## config.mk

```make
export PLATFORM = sky130hd
export DESIGN_NAME = decoder_rr_arbiter
export DESIGN_NICKNAME = d
export VERILOG_FILES = /design/src/rtl/decoder_rr_arbiter.sv
export SDC_FILE = /design/constraint.sdc
export NUM_CORES = 1
export LEC_CHECK = 0
export BUFFER_PORTS_ARGS = -buffer_cell sky130_fd_sc_hd__buf_2
export CORE_MARGIN = 2
export CORE_UTILIZATION = 55
export DETAILED_ROUTE_END_ITERATION = 12
export PLACE_DENSITY = 0.77
export SKIP_CTS_REPAIR_TIMING = 1
export SLEW_MARGIN = 20
export SYNTH_ARGS = -nofsm -noshare
export SYNTH_HDL_FRONTEND = slang
export SYNTH_SLANG_ARGS = --single-unit
```

## constraint.sdc

```tcl
create_clock -name CLK -period 5.75 [get_ports CLK]
set_clock_uncertainty 0.15 [all_clocks]
set_input_delay 1.15 -clock CLK [delete_from_list [all_inputs] [get_ports CLK]]
set_output_delay 1.15 -clock CLK [all_outputs]
set_load 0.02 [all_outputs]
```

## src/rtl/decoder_rr_arbiter.sv

```systemverilog
// ============================================================================
// decoder_rr_arbiter
//
// Round-robin arbiter for 8 requesters that share one decoded (3-to-8 one-hot)
// select. The winner index and its one-hot decode are registered outputs.
// A grant stays with its owner until the owner drops its request, the arbiter
// is disabled, or the owner has held it for MAX_HOLD consecutive cycles. After
// MAX_HOLD cycles the arbiter searches again and pulses TIMEOUT.
//
// Parameters
//   MAX_HOLD  maximum consecutive grant cycles per owner (>= 1)
//
// Ports
//   CLK      in   1  clock; all state changes on posedge CLK
//   RST      in   1  synchronous, active-high reset
//   EN       in   1  arbiter enable; low forces the grant off
//   REQ      in   8  request vector, bit i = requester i
//   GNT      out  8  one-hot decode of GNT_IDX while VALID, else 8'h00
//   GNT_IDX  out  3  index of the current grantee; holds last value when idle
//   VALID    out  1  a grant is active
//   TIMEOUT  out  1  one-cycle pulse when a grant ends because MAX_HOLD expired
//
// Build option
//   DECODER_ARB_GAP_EN  when defined, every grant end (release or expiry)
//                       is followed by exactly one cycle with no grant (GAP
//                       state) before the next grant. When undefined, the
//                       handover is back-to-back.
// ============================================================================
module decoder_rr_arbiter #(
    parameter int MAX_HOLD = 16
) (
    input  logic       CLK,
    input  logic       RST,
    input  logic       EN,
    input  logic [7:0] REQ,
    output logic [7:0] GNT,
    output logic [2:0] GNT_IDX,
    output logic       VALID,
    output logic       TIMEOUT
);

    localparam int HOLD_W = $clog2(MAX_HOLD + 1);
    localparam logic [HOLD_W-1:0] HOLD_LAST = HOLD_W'(MAX_HOLD - 1);

    typedef enum logic [1:0] {
        IDLE  = 2'd0,
        GRANT = 2'd1,
        GAP   = 2'd2
    } state_t;

    state_t             state_reg, state_next;
    logic [2:0]         ptr_reg, ptr_next;
    logic [HOLD_W-1:0]  hold_reg, hold_next;
    logic [2:0]         idx_reg, idx_next;
    logic               valid_reg, valid_next;
    logic               timeout_reg, timeout_next;
    logic [7:0]         gnt_reg, gnt_next;

    // ------------------------------------------------------------------
    // Round-robin search. rot_req[k] is the request of index base+k+1
    // (3-bit wrap), so the lowest set bit of rot_req is the winner and
    // the base index itself is considered last (k = 7).
    // While granting, the base is the current grantee: at a release or an
    // expiry the pointer becomes the grantee, and the same-cycle search
    // has to see that updated pointer.
    // ------------------------------------------------------------------
    logic [2:0] search_base;
    logic [7:0] rot_req;
    logic       search_hit;
    logic [2:0] search_off;
    logic [2:0] winner;

    assign search_base = (state_reg == GRANT) ? idx_reg : ptr_reg;

    generate
        for (genvar gi = 0; gi < 8; gi++) begin : g_rot
            localparam logic [2:0] OFF = 3'(gi + 1);
            assign rot_req[gi] = REQ[3'(search_base + OFF)];
        end
    endgenerate

    always_comb begin
        search_off = 3'd0;
        for (int k = 7; k >= 0; k--) begin
            if (rot_req[k]) begin
                search_off = 3'(k);
            end
        end
    end

    assign search_hit = |rot_req;
    assign winner     = 3'(search_base + search_off + 3'd1);

    // ------------------------------------------------------------------
    // Next-state and next-output logic
    // ------------------------------------------------------------------
    always_comb begin
        state_next   = state_reg;
        ptr_next     = ptr_reg;
        hold_next    = hold_reg;
        idx_next     = idx_reg;
        valid_next   = valid_reg;
        timeout_next = 1'b0;

        case (state_reg)
            IDLE: begin
                valid_next = 1'b0;
                if (EN && search_hit) begin
                    idx_next   = winner;
                    valid_next = 1'b1;
                    hold_next  = '0;
                    state_next = GRANT;
                end
            end

            GRANT: begin
                if (!EN) begin
                    valid_next = 1'b0;
                    ptr_next   = idx_reg;
                    state_next = IDLE;
                end else if (!REQ[idx_reg]) begin
                    // Release takes precedence over a coincident expiry.
                    ptr_next = idx_reg;
`ifdef DECODER_ARB_GAP_EN
                    valid_next = 1'b0;
                    state_next = GAP;
`else
                    if (search_hit) begin
                        idx_next  = winner;
                        hold_next = '0;
                    end else begin
                        valid_next = 1'b0;
                        state_next = IDLE;
                    end
`endif
                end else if (hold_reg == HOLD_LAST) begin
                    timeout_next = 1'b1;
                    ptr_next     = idx_reg;
`ifdef DECODER_ARB_GAP_EN
                    valid_next = 1'b0;
                    state_next = GAP;
`else
                    // The owner still requests, so the search always hits;
                    // it finds the owner only when nobody else is asking.
                    idx_next  = winner;
                    hold_next = '0;
`endif
                end else begin
                    hold_next = hold_reg + HOLD_W'(1);
                end
            end

`ifdef DECODER_ARB_GAP_EN
            GAP: begin
                if (EN && search_hit) begin
                    idx_next   = winner;
                    valid_next = 1'b1;
                    hold_next  = '0;
                    state_next = GRANT;
                end else begin
                    valid_next = 1'b0;
                    state_next = IDLE;
                end
            end
`endif

            default: begin
                valid_next = 1'b0;
                state_next = IDLE;
            end
        endcase
    end

    // One-hot decode of the next index, gated by the next valid, so the
    // registered GNT can never have more than one bit set.
    generate
        for (genvar gi = 0; gi < 8; gi++) begin : g_dec
            assign gnt_next[gi] = valid_next && (idx_next == 3'(gi));
        end
    endgenerate

    // ------------------------------------------------------------------
    // State and output registers
    // ------------------------------------------------------------------
    always_ff @(posedge CLK) begin
        if (RST) begin
            state_reg   <= IDLE;
            ptr_reg     <= 3'd7;
            hold_reg    <= '0;
            idx_reg     <= 3'd0;
            valid_reg   <= 1'b0;
            timeout_reg <= 1'b0;
            gnt_reg     <= 8'h00;
        end else begin
            state_reg   <= state_next;
            ptr_reg     <= ptr_next;
            hold_reg    <= hold_next;
            idx_reg     <= idx_next;
            valid_reg   <= valid_next;
            timeout_reg <= timeout_next;
            gnt_reg     <= gnt_next;
        end
    end

    assign GNT     = gnt_reg;
    assign GNT_IDX = idx_reg;
    assign VALID   = valid_reg;
    assign TIMEOUT = timeout_reg;

endmodule

```

==> flow_summary_export.csv <==
group,metric,value,unit
run_status,status,"finished clean",
drt,dr.pass1.iters,4,
placed_design,routabilityCongestion,0.849,
placed_design,hpwl,2760,µm
placed_design,portBuffers,23,
power_and_ir_drop,ir_worst_vdd,0.360,mV
yosys,syn-cell-area,0.00162,mm²
placed_design,place_area,0.00173,mm²
yosys,syn_nets,182,
cts,numCtsBuffers,3,
die,rows,19,
global_route,grt_usage,0.223,
drt,detail_route.iter0.violations,35,
finish,final_cell_mix,"buf_2, dfxtp_1, nand2_1, nor2_1, mux2i_1",
drt,ant_nets,0,
yosys,ys.flop_type,"dfxtp_1",
yosys,ys_ff_latch,22,
setup_path,cp.arrival,5.16,ns
setup_path,rr_startpoint,"state_reg[0]$_SDFFE_PP0P_",
drt,drc_errors,0,
setup_path,r2r-end,"GNT[2]$_SDFF_PP0_",
setup_path,crit_chain,"mux2_2, inv_1, ha_1, mux4_2, or2b_1, a21bo_2, nand2_1, a21bo_2, nand2_1, ha_1, fa_1, xor2_1, a41oi_1, a211oi_1, o21ai_2, a211o_1, nor3b_1",
finish,drive_gt1_frac,0.270,
global_route,grt_pass1_vias,1334,
die,io-pin-count,24,
drt,routed_wl,3600,µm
sta,setup_tns,0,ns
finish,syn2layout_area_growth,10.1,%
finish,design_area,0.00179,mm²
min_path,holdPathEnd,"hold_reg[4]$_SDFFE_PP0P_",
cts,ctsLongestPathBuffers,2,
die,initial_core_util,0.583,
flow_run,drv_cap,0,
setup_path,r2r_slack,0.69,ns
sta,slew_headroom,0.437,
power_and_ir_drop,p_per_area,380,mW/mm²
drt,vias,1387,
sta,finalCriticalPeriod,5.06,ns
global_route,antenna_found_initial,0,
min_path,hp-class,"register to register",
finish,fin_util,0.642,
cts,path_clk_slew,0.13,ns
global_route,grt_pass1_wl,5950,µm
setup_path,crit_type,"register to register",
setup_path,cpPeakStageDelay,0.76,ns
yosys,synth_edf_count,0,
drt,routed_via_density,6.42,
sta,hold_violations,0,
sta,rsz0062_at_grt,"false",
die,die_w,58.3,µm
global_route,overflow,0,
yosys,ys_types,51,
drt,drt-wirelength-per-cell,16.7,µm
yosys,ys_async_sr_fraction,0,
sta,fin_crit_sh,0.880,
setup_path,crit_path_max_fanout,16,
cts,cts.sinks,22,
setup_path,slowest_stage,"dfxtp_1",
finish,n_antenna_cell,0,
finish,layout_commonest_cell,"buf_2",
yosys,synthCells,166,
die,fp.dieH,58.3,µm
sta,worstMarginPinSlew,0.838,ns
cts,cts_max_level,1,
die,fp.dieArea,0.00340,mm²
setup_path,crit_path_end_kind,"register",
finish,nets,202,
cts,cts_tree,"built",
die,coreArea,0.00278,mm²
finish,largest_reg_flops,8,
cts,clock-root-buffer,"clkbuf_4",
power_and_ir_drop,p_leak,0.000723,µW
min_path,holdPathStages,1,
setup_path,cp-start-kind,"register",
sta,slew_viol_final,0,
setup_path,required,5.85,ns
cts,clock_latency,0.32,ns
sta,setup_viol,0,
setup_path,worstRegToRegCells,17,
finish,nFillCells,239,
yosys,ys_seq_area_frac,0.271,
sta,fmax,198,MHz
min_path,hp-start,"hold_reg[4]$_SDFFE_PP0P_",
global_route,grt_max_degree,17,
yosys,syn_area_per_cell,9.78,µm²
yosys,yosys_warnings,0,
-- layer usage --
metal  track usage  wire [µm]  vias to the layer above
li1              -          -                      658
met1         0.289       1550                      681
met2         0.387       1820                       42
met3        0.0462        179                        6
met4        0.0432         48                        0
met5             0          0                        -
-- worst max path at each step --
| stage | from | endpoint | slack (ns) | cells after the start |
|---|---|---|---|---|
| 6_report | state_reg[0]$_SDFFE_PP0P_ | GNT[2]$_SDFF_PP0_ | 0.69 | 17 |
| 2_1_floorplan | state_reg[0]$_SDFFE_PP0P_ | GNT[1]$_SDFF_PP0_ | 1.43 | 17 |
| 5_1_grt | state_reg[0]$_SDFFE_PP0P_ | GNT[1]$_SDFF_PP0_ | 0.37 | 17 |
| 4_1_cts | state_reg[0]$_SDFFE_PP0P_ | GNT[0]$_SDFF_PP0_ | 0.70 | 17 |
| 3_3_place_gp | state_reg[0]$_SDFFE_PP0P_ | GNT[6]$_SDFF_PP0_ | 0.94 | 15 |
| 3_5_place_dp | state_reg[0]$_SDFFE_PP0P_ | GNT[1]$_SDFF_PP0_ | 0.74 | 17 |
-- report_power, final --
| group | switching (µW) | internal (µW) |
|---|---|---|
| Clock | 48.0 | 70.6 |
| Sequential | 22.6 | 167 |
| Combinational | 210 | 161 |
| Total | 280 | 398 |
-- critical path, delay by kind of cell, from the launching register on --
kind,cells,cell delay (ns)
muxes,2,0.91
DFF,1,0.76
xor gates and xnor gates,1,0.41
AOI/OAI and AO/OA,6,1.13
buffers and inverters,1,0.17
and+or+nand+nor,4,0.56
adders and majority gates,3,0.91
-- cells in the mapped netlist (all sizes together) (2+ instances only) --
| cell | number | area (µm²) |
|---|---|---|
| nand4 | 2 | 12.5 |
| a21bo | 2 | 20.0 |
| or4b | 2 | 23.8 |
| nand2 | 15 | 56.3 |
| nor2b | 3 | 18.8 |
| nor3 | 6 | 41.3 |
| o211ai | 3 | 22.5 |
| o21ai | 7 | 38.8 |
| a31oi | 2 | 27.5 |
| a21oi | 6 | 30.0 |
| inv | 5 | 18.8 |
| nor2 | 15 | 56.3 |
| dfxtp | 22 | 440 |
| mux2 | 3 | 33.8 |
| ha | 4 | 50.1 |
| nand3 | 6 | 30.0 |
| mux4 | 10 | 229 |
| xnor2 | 2 | 17.5 |
| clkbuf | 3 | 11.3 |
| nand2b | 3 | 18.8 |
| a211oi | 2 | 20.0 |
| mux2i | 15 | 175 |
| nor3b | 5 | 37.5 |
| buf | 5 | 31.3 |
-- cells by family (layout without fill, tap and decap cells) --
kind of cell    after synthesis  in the layout  synth area share
buf+inv                      13             32            0.0378
xor+xnor                      3              3            0.0162
fa+ha+maj                     5              5            0.0432
compound gates               31             31             0.148
mux                          28             28             0.270
flops                        22             22             0.271
simple gates                 64             64             0.214
-- stage by stage --
step,hold slack (ns),worst slack (ns),total power (µW),cells
4_1_cts,0.324,0.704,675,216
3_5_place_dp,0.307,0.741,556,212
5_1_grt,0.337,0.366,717,216
3_3_place_gp,0.308,0.942,532,212
6_report,0.322,0.692,679,216
2_1_floorplan,0.287,1.43,482,166
-- cell type report --
class | count | area, µm² | share of cell area
Multi-Input combinational cell | 131 | 1120 | 0.627
Timing Repair Buffer | 23 | 115 | 0.0644
Inverter | 5 | 18.8 | 0.0105
Clock buffer | 3 | 22.5 | 0.0126
Tap cell | 31 | 38.8 | 0.0217
Clock inverter | 1 | 30.0 | 0.0168
Sequential cell | 22 | 440 | 0.246
Note: power is estimated with default switching activity, not from simulation.
